<file path="src/rtl/sub_serial.sv">
// rtl/sub_serial.sv - bit-serial unsigned subtractor, LSB first, one bit per clock
// Result and final borrow are held with done until the consumer acknowledges.
module sub_serial #(
  parameter int WIDTH = 8
) (
  input  logic             clk,
  input  logic             rst,
  input  logic             en,
  input  logic [WIDTH-1:0] a,
  input  logic [WIDTH-1:0] b,
  input  logic             ack,
  output logic [WIDTH-1:0] out,
  output logic             borrow,
  output logic             busy,
  output logic             done
);

  localparam int CW = (WIDTH > 1) ? $clog2(WIDTH) : 1;
  localparam logic [CW-1:0] LAST = CW'(WIDTH - 1);

  typedef enum logic [1:0] {
    IDLE = 2'd0,
    SUB  = 2'd1,
    DONE = 2'd2
  } state_t;

  state_t           state_q, state_d;
  logic [WIDTH-1:0] a_q, a_d;
  logic [WIDTH-1:0] b_q, b_d;
  logic [WIDTH-1:0] out_q, out_d;
  logic [CW-1:0]    cnt_q, cnt_d;
  logic             bor_q, bor_d;
  logic             borrow_q, borrow_d;
  logic             diff_bit;
  logic             bor_n;

  always_ff @(posedge clk) begin
    if (rst) begin
      state_q <= IDLE;
    end else begin
      state_q <= state_d;
    end
  end

  always_comb begin
    state_d = state_q;
    case (state_q)
      IDLE:    if (en) state_d = SUB;
      SUB:     if (cnt_q == LAST) state_d = DONE;
      DONE:    if (ack) state_d = IDLE;
      default: state_d = IDLE;
    endcase
  end

  always_comb begin
    busy = (state_q == SUB);
    done = (state_q == DONE);
  end

  // Full-subtractor cell applied to the current LSBs of the shifting operands.
  assign diff_bit = a_q[0] ^ b_q[0] ^ bor_q;
  assign bor_n    = (~a_q[0] & b_q[0]) | (~a_q[0] & bor_q) | (b_q[0] & bor_q);

  always_comb begin
    a_d      = a_q;
    b_d      = b_q;
    out_d    = out_q;
    cnt_d    = cnt_q;
    bor_d    = bor_q;
    borrow_d = borrow_q;
    case (state_q)
      IDLE: begin
        if (en) begin
          a_d   = a;
          b_d   = b;
          cnt_d = '0;
          bor_d = 1'b0;
          out_d = '0;
        end
      end
      SUB: begin
        out_d = {diff_bit, out_q[WIDTH-1:1]};
        a_d   = a_q >> 1;
        b_d   = b_q >> 1;
        bor_d = bor_n;
        cnt_d = cnt_q + CW'(1);
        if (cnt_q == LAST) borrow_d = bor_n;
      end
      default: ;
    endcase
  end

  always_ff @(posedge clk) begin
    if (rst) begin
      a_q      <= '0;
      b_q      <= '0;
      out_q    <= '0;
      cnt_q    <= '0;
      bor_q    <= 1'b0;
      borrow_q <= 1'b0;
    end else begin
      a_q      <= a_d;
      b_q      <= b_d;
      out_q    <= out_d;
      cnt_q    <= cnt_d;
      bor_q    <= bor_d;
      borrow_q <= borrow_d;
    end
  end

  assign out    = out_q;
  assign borrow = borrow_q;

endmodule

</file>
<file path="config.mk">
export PLATFORM = sky130hd
export DESIGN_NAME = sub_serial
export DESIGN_NICKNAME = d
export VERILOG_FILES = /design/src/rtl/sub_serial.sv
export SDC_FILE = /design/constraint.sdc
export NUM_CORES = 1
export LEC_CHECK = 0
export ABC_CLOCK_PERIOD_IN_PS = 3000
export BUFFER_PORTS_ARGS = -buffer_cell sky130_fd_sc_hd__buf_4
export CAP_MARGIN = 20
export CORE_ASPECT_RATIO = 2
export CORE_MARGIN = 2
export CORE_UTILIZATION = 35
export DETAILED_ROUTE_END_ITERATION = 16
export PLACE_DENSITY = 0.67
export SYNTH_ARGS = -nofsm -noshare
export SYNTH_HDL_FRONTEND = slang
export SYNTH_SLANG_ARGS = --single-unit
</file>
<file path="constraint.sdc">
create_clock -name clk -period 3 [get_ports clk]
set_clock_uncertainty 0.15 [all_clocks]
set_input_delay 0.3 -clock clk [delete_from_list [all_inputs] [get_ports clk]]
set_output_delay 0.3 -clock clk [all_outputs]
set_load 0.05 [all_outputs]
</file>
**Yosys cells after proc, flatten, opt, wreduce, memory -nomap -nowiden**

Index checks and enable logic that the tools add are counted.

- Shift-type cells: 0
- Multiply operators: 0
- Equality and inequality tests: 6
- Muxes and demuxes: 14
- Divide/modulo/power cells: 0
- Add/sub/neg operators: 1
- Order comparisons: 0
- Bitwise gates (word level): 8
- Reduce and logical (&&, ||, !) cells: 5

Operator list:

| operator | count |
|---|---|
| case mux 8 bit (2 select lines) | 3 |
| two-way mux 8 bit | 3 |
| two-way mux 2 bit | 3 |
| case mux 2 bit (3 select lines) | 1 |
| case mux 3 bit (2 select lines) | 1 |
| inequality test 2 bit (second input constant) | 2 |
| AND reduction 2 bit | 2 |
| adder 3 x 1 -> 3 bit (second input constant) | 1 |
| bitwise AND 1 bit | 3 |
| equality test 3 bit (second input constant) | 1 |
| two-way mux 3 bit | 1 |
| AND reduction 3 bit | 1 |
| equality test 2 x 1 -> 1 bit (second input constant) | 1 |
| equality test 2 bit (second input constant) | 1 |
| zero test 2 bit | 1 |
| inequality test 2 x 1 -> 1 bit (second input constant) | 1 |
| OR 1 bit | 2 |
| case mux 1 bit (2 select lines) | 1 |
| nonzero test 2 bit | 1 |
| bitwise XOR 1 bit | 2 |
| two-way mux 1 bit | 1 |
| NOT 1 bit | 1 |

- RAM bits: 0
- Memories: 0
- Bits in latches: 0
- Output and inout bits: 11
- Bits in registers: 31
- Memory bits (read-only): 0

**Logic depth before layout (Yosys ltp)**

Gate-level depths: netlist (run 1).

- Depth in word-level cells: 5
- Mapped depth: 7
- Mapped depth without buffers: 5

**Least setup slack after synthesis (run 1)**

OpenSTA, ideal clock, no wires.

- Kind: reg2reg
- Start: reg state_q[0]
- End: reg a_q[1]
- Setup slack: 1.489 ns
- Data required time: 2.733 ns
- Library setup time: 0.117 ns
- Cell stages (with the launch flop): 7
- Path buffers: 3
- Period minus slack after synthesis: 1.511 ns
- Arrival: 1.244 ns
- Path through: dfxtp_1 buf_6 or3b_1 buf_6 buf_12 o221ai_2 nor2_1

- Cells in the longest elaborated chain, start to end: 3
- Elaborated cells on any way between the ends: 6
- Those cells by class: eq/ne (2); mux (1); reduce/logical (3)

RTL lines:

| item | line | RTL |
|---|---|---|
| start, declared | 27 | `state_t state_q, state_d;` |
| start signal, assigned | 41 | `state_q <= state_d;` |
| equality test 2 x 1 -> 1 bit / zero test 2 bit (equally long branches) | 71 | `case (state_q)` |
| nonzero test 2 bit (no source line) / inequality test 2 bit (equally long branches) | n/a |  |
| AND reduction 2 bit (no source line) | n/a |  |
| end signal, assigned | 95 | `a_q <= '0;` |
| end signal, assigned | 102 | `a_q <= a_d;` |
| end, declared | 28 | `logic [WIDTH-1:0] a_q, a_d;` |

Parallel ways exist; a longest one is shown, timed or not.
A chain may end at the register's enable or synchronous reset.

**Final worst setup path (run 1)**

- Start: reg state_q[0]
- End: out busy

- Cells in the longest elaborated chain, start to end: 1

RTL lines:

| item | line | RTL |
|---|---|---|
| equality test 2 x 1 -> 1 bit | 56 | `busy = (state_q == SUB);` |
| end, declared | 14 | `output logic busy,` |

No other way between the ends.

==> results of run 1 <==
cells in the final DEF (no fill, tap or decap), types with 2 or more instances in the layout:
cell and count:
o21ai_0 2, o221ai_2 10, dfxtp_1 31, a22oi_1 11, nand3b_1 2, buf_4 31
nor2_1 40, clkbuf_8 7, ha_1 2, a21oi_1 4, o221ai_1 4, inv_1 5
final timing paths:
kind                                 start     end  slack, ps  cells after the start
worst max-delay path            state_q[0]    busy       1010                      4
worst min-delay path                  a[4]  a_q[4]        150                      3
worst max register to register  state_q[0]  b_q[0]       1250                      3
worst min register to register      b_q[6]  b_q[6]        320                      2
metal layers:
layer  vias to the layer above  track usage  share of wire
met3                         8      0.05169          0.069
met5                         -            0              0
li1                        533            -              -
met1                       517       0.1561           0.40
met4                         0      0.06757          0.024
met2                        31       0.2331           0.51
per-stage QoR:
step	area, sq um	hold WS (ps)	setup WS [ps]
after global placement	1533	305.9	1307
after floorplan	1335	290.7	1489
after detailed placement	1533	311.7	1250
final	1633	146.2	1008
after global routing	1633	151.3	915.5
after CTS	1633	141.4	996.1
cell type report:
class                           instances  area share
Clock buffer                            8     0.06130
Inverter                                6     0.01379
Multi-Input combinational cell         87      0.3647
Sequential cell                        31      0.3801
Tap cell                               49     0.03755
Timing Repair Buffer                   31      0.1425
kinds of logic (layout without fill, tap and decap cells):
| group | after synthesis | count (layout) | share of synthesized area |
|---|---|---|---|
| AO/OA/AOI/OAI | 36 | 36 | 0.2549 |
| adder cells (fa/ha/maj) | 3 | 3 | 0.03374 |
| buffers and inverters | 17 | 45 | 0.08903 |
| flip-flops | 31 | 31 | 0.4649 |
| multiplexers | 1 | 1 | 0.007498 |
| AND/OR/NAND/NOR | 47 | 47 | 0.1500 |
power breakdown:
group	switching [W]	internal [W]	leakage, nW	total (W)
clock	0.000149	0.000209	0.0515	0.000358
combinational	0.0000625	0.0000505	0.358	0.000113
sequential	0.0000159	0.000435	0.254	0.000451
total	0.000228	0.000694	0.663	0.000922
flip-flops by register name, summed over array words and instances, names as in the netlist:
name and count:
state_q 2, cnt_q 3, out 8, borrow 1, bor_q 1, a_q 8
b_q 8
worst min-delay path: cells and delay by family:
family	cells	cell delay [ps]
compound gates	1	70
simple gates	1	90
buf+inv	1	80
==> impl_metrics.env, run 1 <==
export IMPL_fill_cells=387
export IMPL_async_reset_ff_frac=0
export IMPL_worst_path_buf_inv=3
export IMPL_grt_pass1_vias=1057
export IMPL_multi_input_area_sq_um=595.6
export IMPL_syn_area_per_cell_sq_um=9.889
export IMPL_detail_route_first_pass_iterations=4
export IMPL_synth_edf_count=0
export IMPL_grt_overflow=0
export IMPL_maxSlewHeadroom=0.4427
export IMPL_drt_wl_total_microns=2777
export IMPL_worst_path_most_repeated_cell="buf_4"
export IMPL_synth_distinct_cells=29
export IMPL_grt_max_degree=19
export IMPL_cts_buffers=5
export IMPL_place_gp_congestion=0.7084
export IMPL_seq_area_frac_synth=0.4649
export IMPL_clock_path_buffers=2
export IMPL_num_rows=31
export IMPL_worstHoldPathType="input port to flop"
export IMPL_cts_resized=0
export IMPL_final_core_util=0.4478
export IMPL_hold_viol_final=0
export IMPL_die_y_microns=91.34
export IMPL_clock_latency_ps=280
export IMPL_p_leak_nw=0.6635
export IMPL_yosys_warnings=0
export IMPL_start_util=0.3662
export IMPL_antenna_left=0
export IMPL_drc=0
export IMPL_clock_sinks=31
export IMPL_drv_cap=0
export IMPL_nNetsFinal=185
export IMPL_crit_slowest_cell="dfxtp_1"
export IMPL_antenna_found_initial=0
export IMPL_period_share=0.6639
export IMPL_layout_drive_gt1_share=0.3129
export IMPL_io_buffers=30
export IMPL_insertedDiodeCount=0
export IMPL_outcome="completed"
export IMPL_finalSetupViolations=0
export IMPL_synth_most_common_cell="nor2_1"
export IMPL_fin_crit_ps=1992
export IMPL_routed_via_density=5.137
export IMPL_syn_instance_count=135
export IMPL_holdBufCountCts=0
export IMPL_cpPeakStageDelay_ps=460
export IMPL_power_density_nw_per_um2=564.7
export IMPL_crit_path_cell_trace="nand2b_1, buf_4, inv_2, buf_4"
export IMPL_area_growth_pct=22.31
export IMPL_synth_fp_nets=158
export IMPL_routedWlPerCell_microns=13.10
export IMPL_cts_tree="built"
export IMPL_track_usage=0.1437
export IMPL_crit_fanout=16
export IMPL_rsz0062_at_grt="no"
export IMPL_die_w_microns=47.67
export IMPL_ios=31
export IMPL_ys_flop_type="dfxtp_1"
export IMPL_fmax_ghz=0.5021
export IMPL_synth_top_area_frac=0.4649
export IMPL_ys_seq_elements=31
export IMPL_cts_root_buf="clkbuf_8"
export IMPL_syn_area_sq_um=1335
export IMPL_total_power_w=0.0009220
export IMPL_fin_cells=212
export IMPL_cts_max_level=2
export IMPL_drt_initial_drc_count=20
export IMPL_core_area_sq_um=3646
export IMPL_vias=1089
export IMPL_synth_top_area_cell="dfxtp_1"
export IMPL_crit_type="flop to primary output"
export IMPL_report_final_slew_viol_count=0
export IMPL_end_kind="primary output"
export IMPL_worstPathArrival_ps=1540
export IMPL_ir_drop_mv=0.3693
export IMPL_seqCellArea_sq_um=620.6
export IMPL_worst_slew_pin_transition_ps=834.2
export IMPL_dp_hpwl_microns=1984
export IMPL_crit_required_ps=2550
export IMPL_cpLargestDelayFamily="buffers and inverters"
export IMPL_final_setup_tns_ps=0
export IMPL_clkTransAtPathRegs_ps=60
export IMPL_synth_common_cells="40 x nor2_1, 31 x dfxtp_1, 11 x a22oi_1"
export IMPL_die_area_sq_um=4354
export IMPL_synth_area_leaders="dfxtp_1 46%, nor2_1 11%, o221ai_2 11%, a22oi_1 6.2%, o221ai_1 2.6%"
export IMPL_postCtsSetupBuffers=0
export IMPL_placedCellCount=204
export IMPL_startpoint_type="flop"
export IMPL_grt_pass1_wl_microns=4554
(Power assumes the default switching activity.)
==> run 2, diff against run 1 <==
Settings changed: ABC_AREA set to 1, ABC_CLOCK_PERIOD_IN_PS 3000 to 2000.
Clock period 3 ns to 2 ns, I/O delays scaled along.
==> impl_metrics.env, run 2 <==
export IMPL_antenna_left=0
export IMPL_grt_pass1_wl_microns=5416
export IMPL_cts_tree="built"
export IMPL_cts_root_buf="clkbuf_8"
export IMPL_syn_area_per_cell_sq_um=7.031
export IMPL_worst_slew_pin_transition_ps=399.1
export IMPL_synth_common_cells="47 x nand2_1, 44 x nand3_1, 31 x dfxtp_1"
export IMPL_end_kind="primary output"
export IMPL_holdBufCountCts=0
export IMPL_detail_route_first_pass_iterations=4
export IMPL_seq_area_frac_synth=0.4481
export IMPL_clkPwrFrac=0.386
export IMPL_period_share=0.8150
export IMPL_clock_path_buffers=2
export IMPL_grt_pass1_vias=1262
export IMPL_swShare=0.2519
export IMPL_grt_overflow=0
export IMPL_yosys_warnings=0
export IMPL_mostFrequentLayoutCells="47 x nand2_1, 44 x nand3_1, 34 x buf_4"
export IMPL_worstPathArrival_ps=1280
export IMPL_async_reset_ff_frac=0
export IMPL_routedWlPerCell_microns=11.60
export IMPL_p_leak_nw=0.8124
export IMPL_crit_fanout=8
export IMPL_die_w_microns=48.48
export IMPL_power_internal_w=0.001031
export IMPL_layout_commonest_cell="nand2_1"
export IMPL_hold_viol_final=0
export IMPL_synth_area_leaders="dfxtp_1 45%, nand3_1 16%, nand2_1 13%, a21oi_1 5.8%, nor2_1 5.7%"
export IMPL_layout_drive_gt1_share=0.1842
export IMPL_postCtsSetupBuffers=0
export IMPL_cts_max_level=2
export IMPL_ios=31
export IMPL_synth_edf_count=0
export IMPL_seqPwrFrac=0.480
export IMPL_antenna_found_initial=0
export IMPL_power_density_nw_per_um2=791.0
export IMPL_die_area_sq_um=4507
export IMPL_ir_drop_mv=0.4251
export IMPL_nNetsFinal=250
export IMPL_grt_max_degree=23
export IMPL_dp_hpwl_microns=2265
export IMPL_cts_buffers=5
export IMPL_maxSlewHeadroom=0.7334
export IMPL_worstHoldPathType="input port to flop"
export IMPL_area_growth_pct=25.75
export IMPL_io_buffers=30
export IMPL_start_util=0.3604
export IMPL_report_final_slew_viol_count=0
export IMPL_fin_crit_ps=1630
export IMPL_final_setup_tns_ps=0
export IMPL_clock_sinks=31
export IMPL_synth_top_area_cell="dfxtp_1"
export IMPL_core_area_sq_um=3844
export IMPL_syn_instance_count=197
export IMPL_cts_resized=0
export IMPL_crit_type="flop to primary output"
export IMPL_insertedDiodeCount=0
export IMPL_synth_top_area_frac=0.4481
export IMPL_synth_most_common_cell="nand2_1"
export IMPL_outcome="completed"
export IMPL_drt_wl_total_microns=3237
export IMPL_crit_required_ps=1650
export IMPL_synth_fp_nets=220
export IMPL_ys_seq_elements=31
export IMPL_track_usage=0.1575
export IMPL_drv_cap=0
export IMPL_total_power_w=0.001378
export IMPL_dp_slack_ps=519.1
export IMPL_startpoint_type="flop"
export IMPL_ys_flop_type="dfxtp_1"
export IMPL_rsz0062_at_grt="no"
export IMPL_fmax_ghz=0.6135
export IMPL_die_y_microns=92.97
export IMPL_clock_latency_ps=280
export IMPL_comb_power_share=0.134
export IMPL_finalSetupViolations=0
export IMPL_p_switching_w=0.0003471
export IMPL_place_gp_congestion=0.7647
export IMPL_reg2reg_slack_ps=470
export IMPL_num_rows=32
export IMPL_vias=1314
export IMPL_drt_initial_drc_count=44
export IMPL_syn_area_sq_um=1385
export IMPL_clkTransAtPathRegs_ps=70
export IMPL_layout_setup_ws_ps=369.9
export IMPL_drc=0
export IMPL_routed_via_density=4.710
export IMPL_synth_distinct_cells=17
## run 2: per-stage QoR
step / std cells / util / cell area [sq um] / hold slack, ps
final: 279 / 0.4531 / 1742 / 13.28
after global routing: 279 / 0.4531 / 1742 / 39.68
after CTS: 279 / 0.4531 / 1742 / 11.85
after detailed placement: 271 / 0.4271 / 1642 / 307.5
after global placement: 271 / 0.4271 / 1642 / 303.8
after floorplan: 197 / - / 1385 / 119.1
## run 2: logic make-up (layout without fill, tap and decap cells)
| family | count (synthesis) | count (layout) | share of synthesized area |
|---|---|---|---|
| buffers and inverters | 31 | 62 | 0.09936 |
| flip-flops | 31 | 31 | 0.4481 |
| adder cells (fa/ha/maj) | 3 | 3 | 0.03252 |
| AO/OA/AOI/OAI | 18 | 18 | 0.06685 |
| AND/OR/NAND/NOR | 114 | 114 | 0.3532 |
## run 2: cell type report
cell class	count	area (sq um)
Sequential cell	31	620.6
Tap cell	51	63.81
Fill cell	434	2102
Clock buffer	8	100.1
Timing Repair Buffer	34	255.2
Multi-Input combinational cell	135	626.9
Inverter	20	75.07
## run 2: critical path, cell delays in order (launching register included)
cell and delay (ps):
dfxtp_1 390, inv_1 70, nor2_2 260, buf_4 270
## run 2: worst paths after layout
check / endpoint / cells after the start / start
setup reg to reg: b_q[5] / 7 / state_q[0]
hold reg to reg: borrow / 2 / borrow
hold / removal: state_q[1] / 4 / ack
setup / recovery: busy / 3 / state_q[0]
## run 2: power groups by stage
| stage | clock network, W | logic (W) | registers, W |
|---|---|---|---|
| floorplan | 0 | 0.000121 | 0.000675 |
| global placement | 0 | 0.000183 | 0.000674 |
| detailed placement | 0 | 0.000186 | 0.000675 |
| CTS | 0.000546 | 0.000186 | 0.000661 |
| global route | 0.000577 | 0.000210 | 0.000664 |
| finish | 0.000532 | 0.000184 | 0.000661 |
## run 2: layer usage
metal / global-route usage / share of wire / routed length (microns) / vias to the layer above
met5: 0 / 0 / 0 / -
met4: 0.09762 / 0.027 / 87 / 0
met3: 0.04355 / 0.038 / 123 / 6
met2: 0.2882 / 0.52 / 1687 / 27
met1: 0.1527 / 0.41 / 1339 / 593
li1: - / - / - / 688
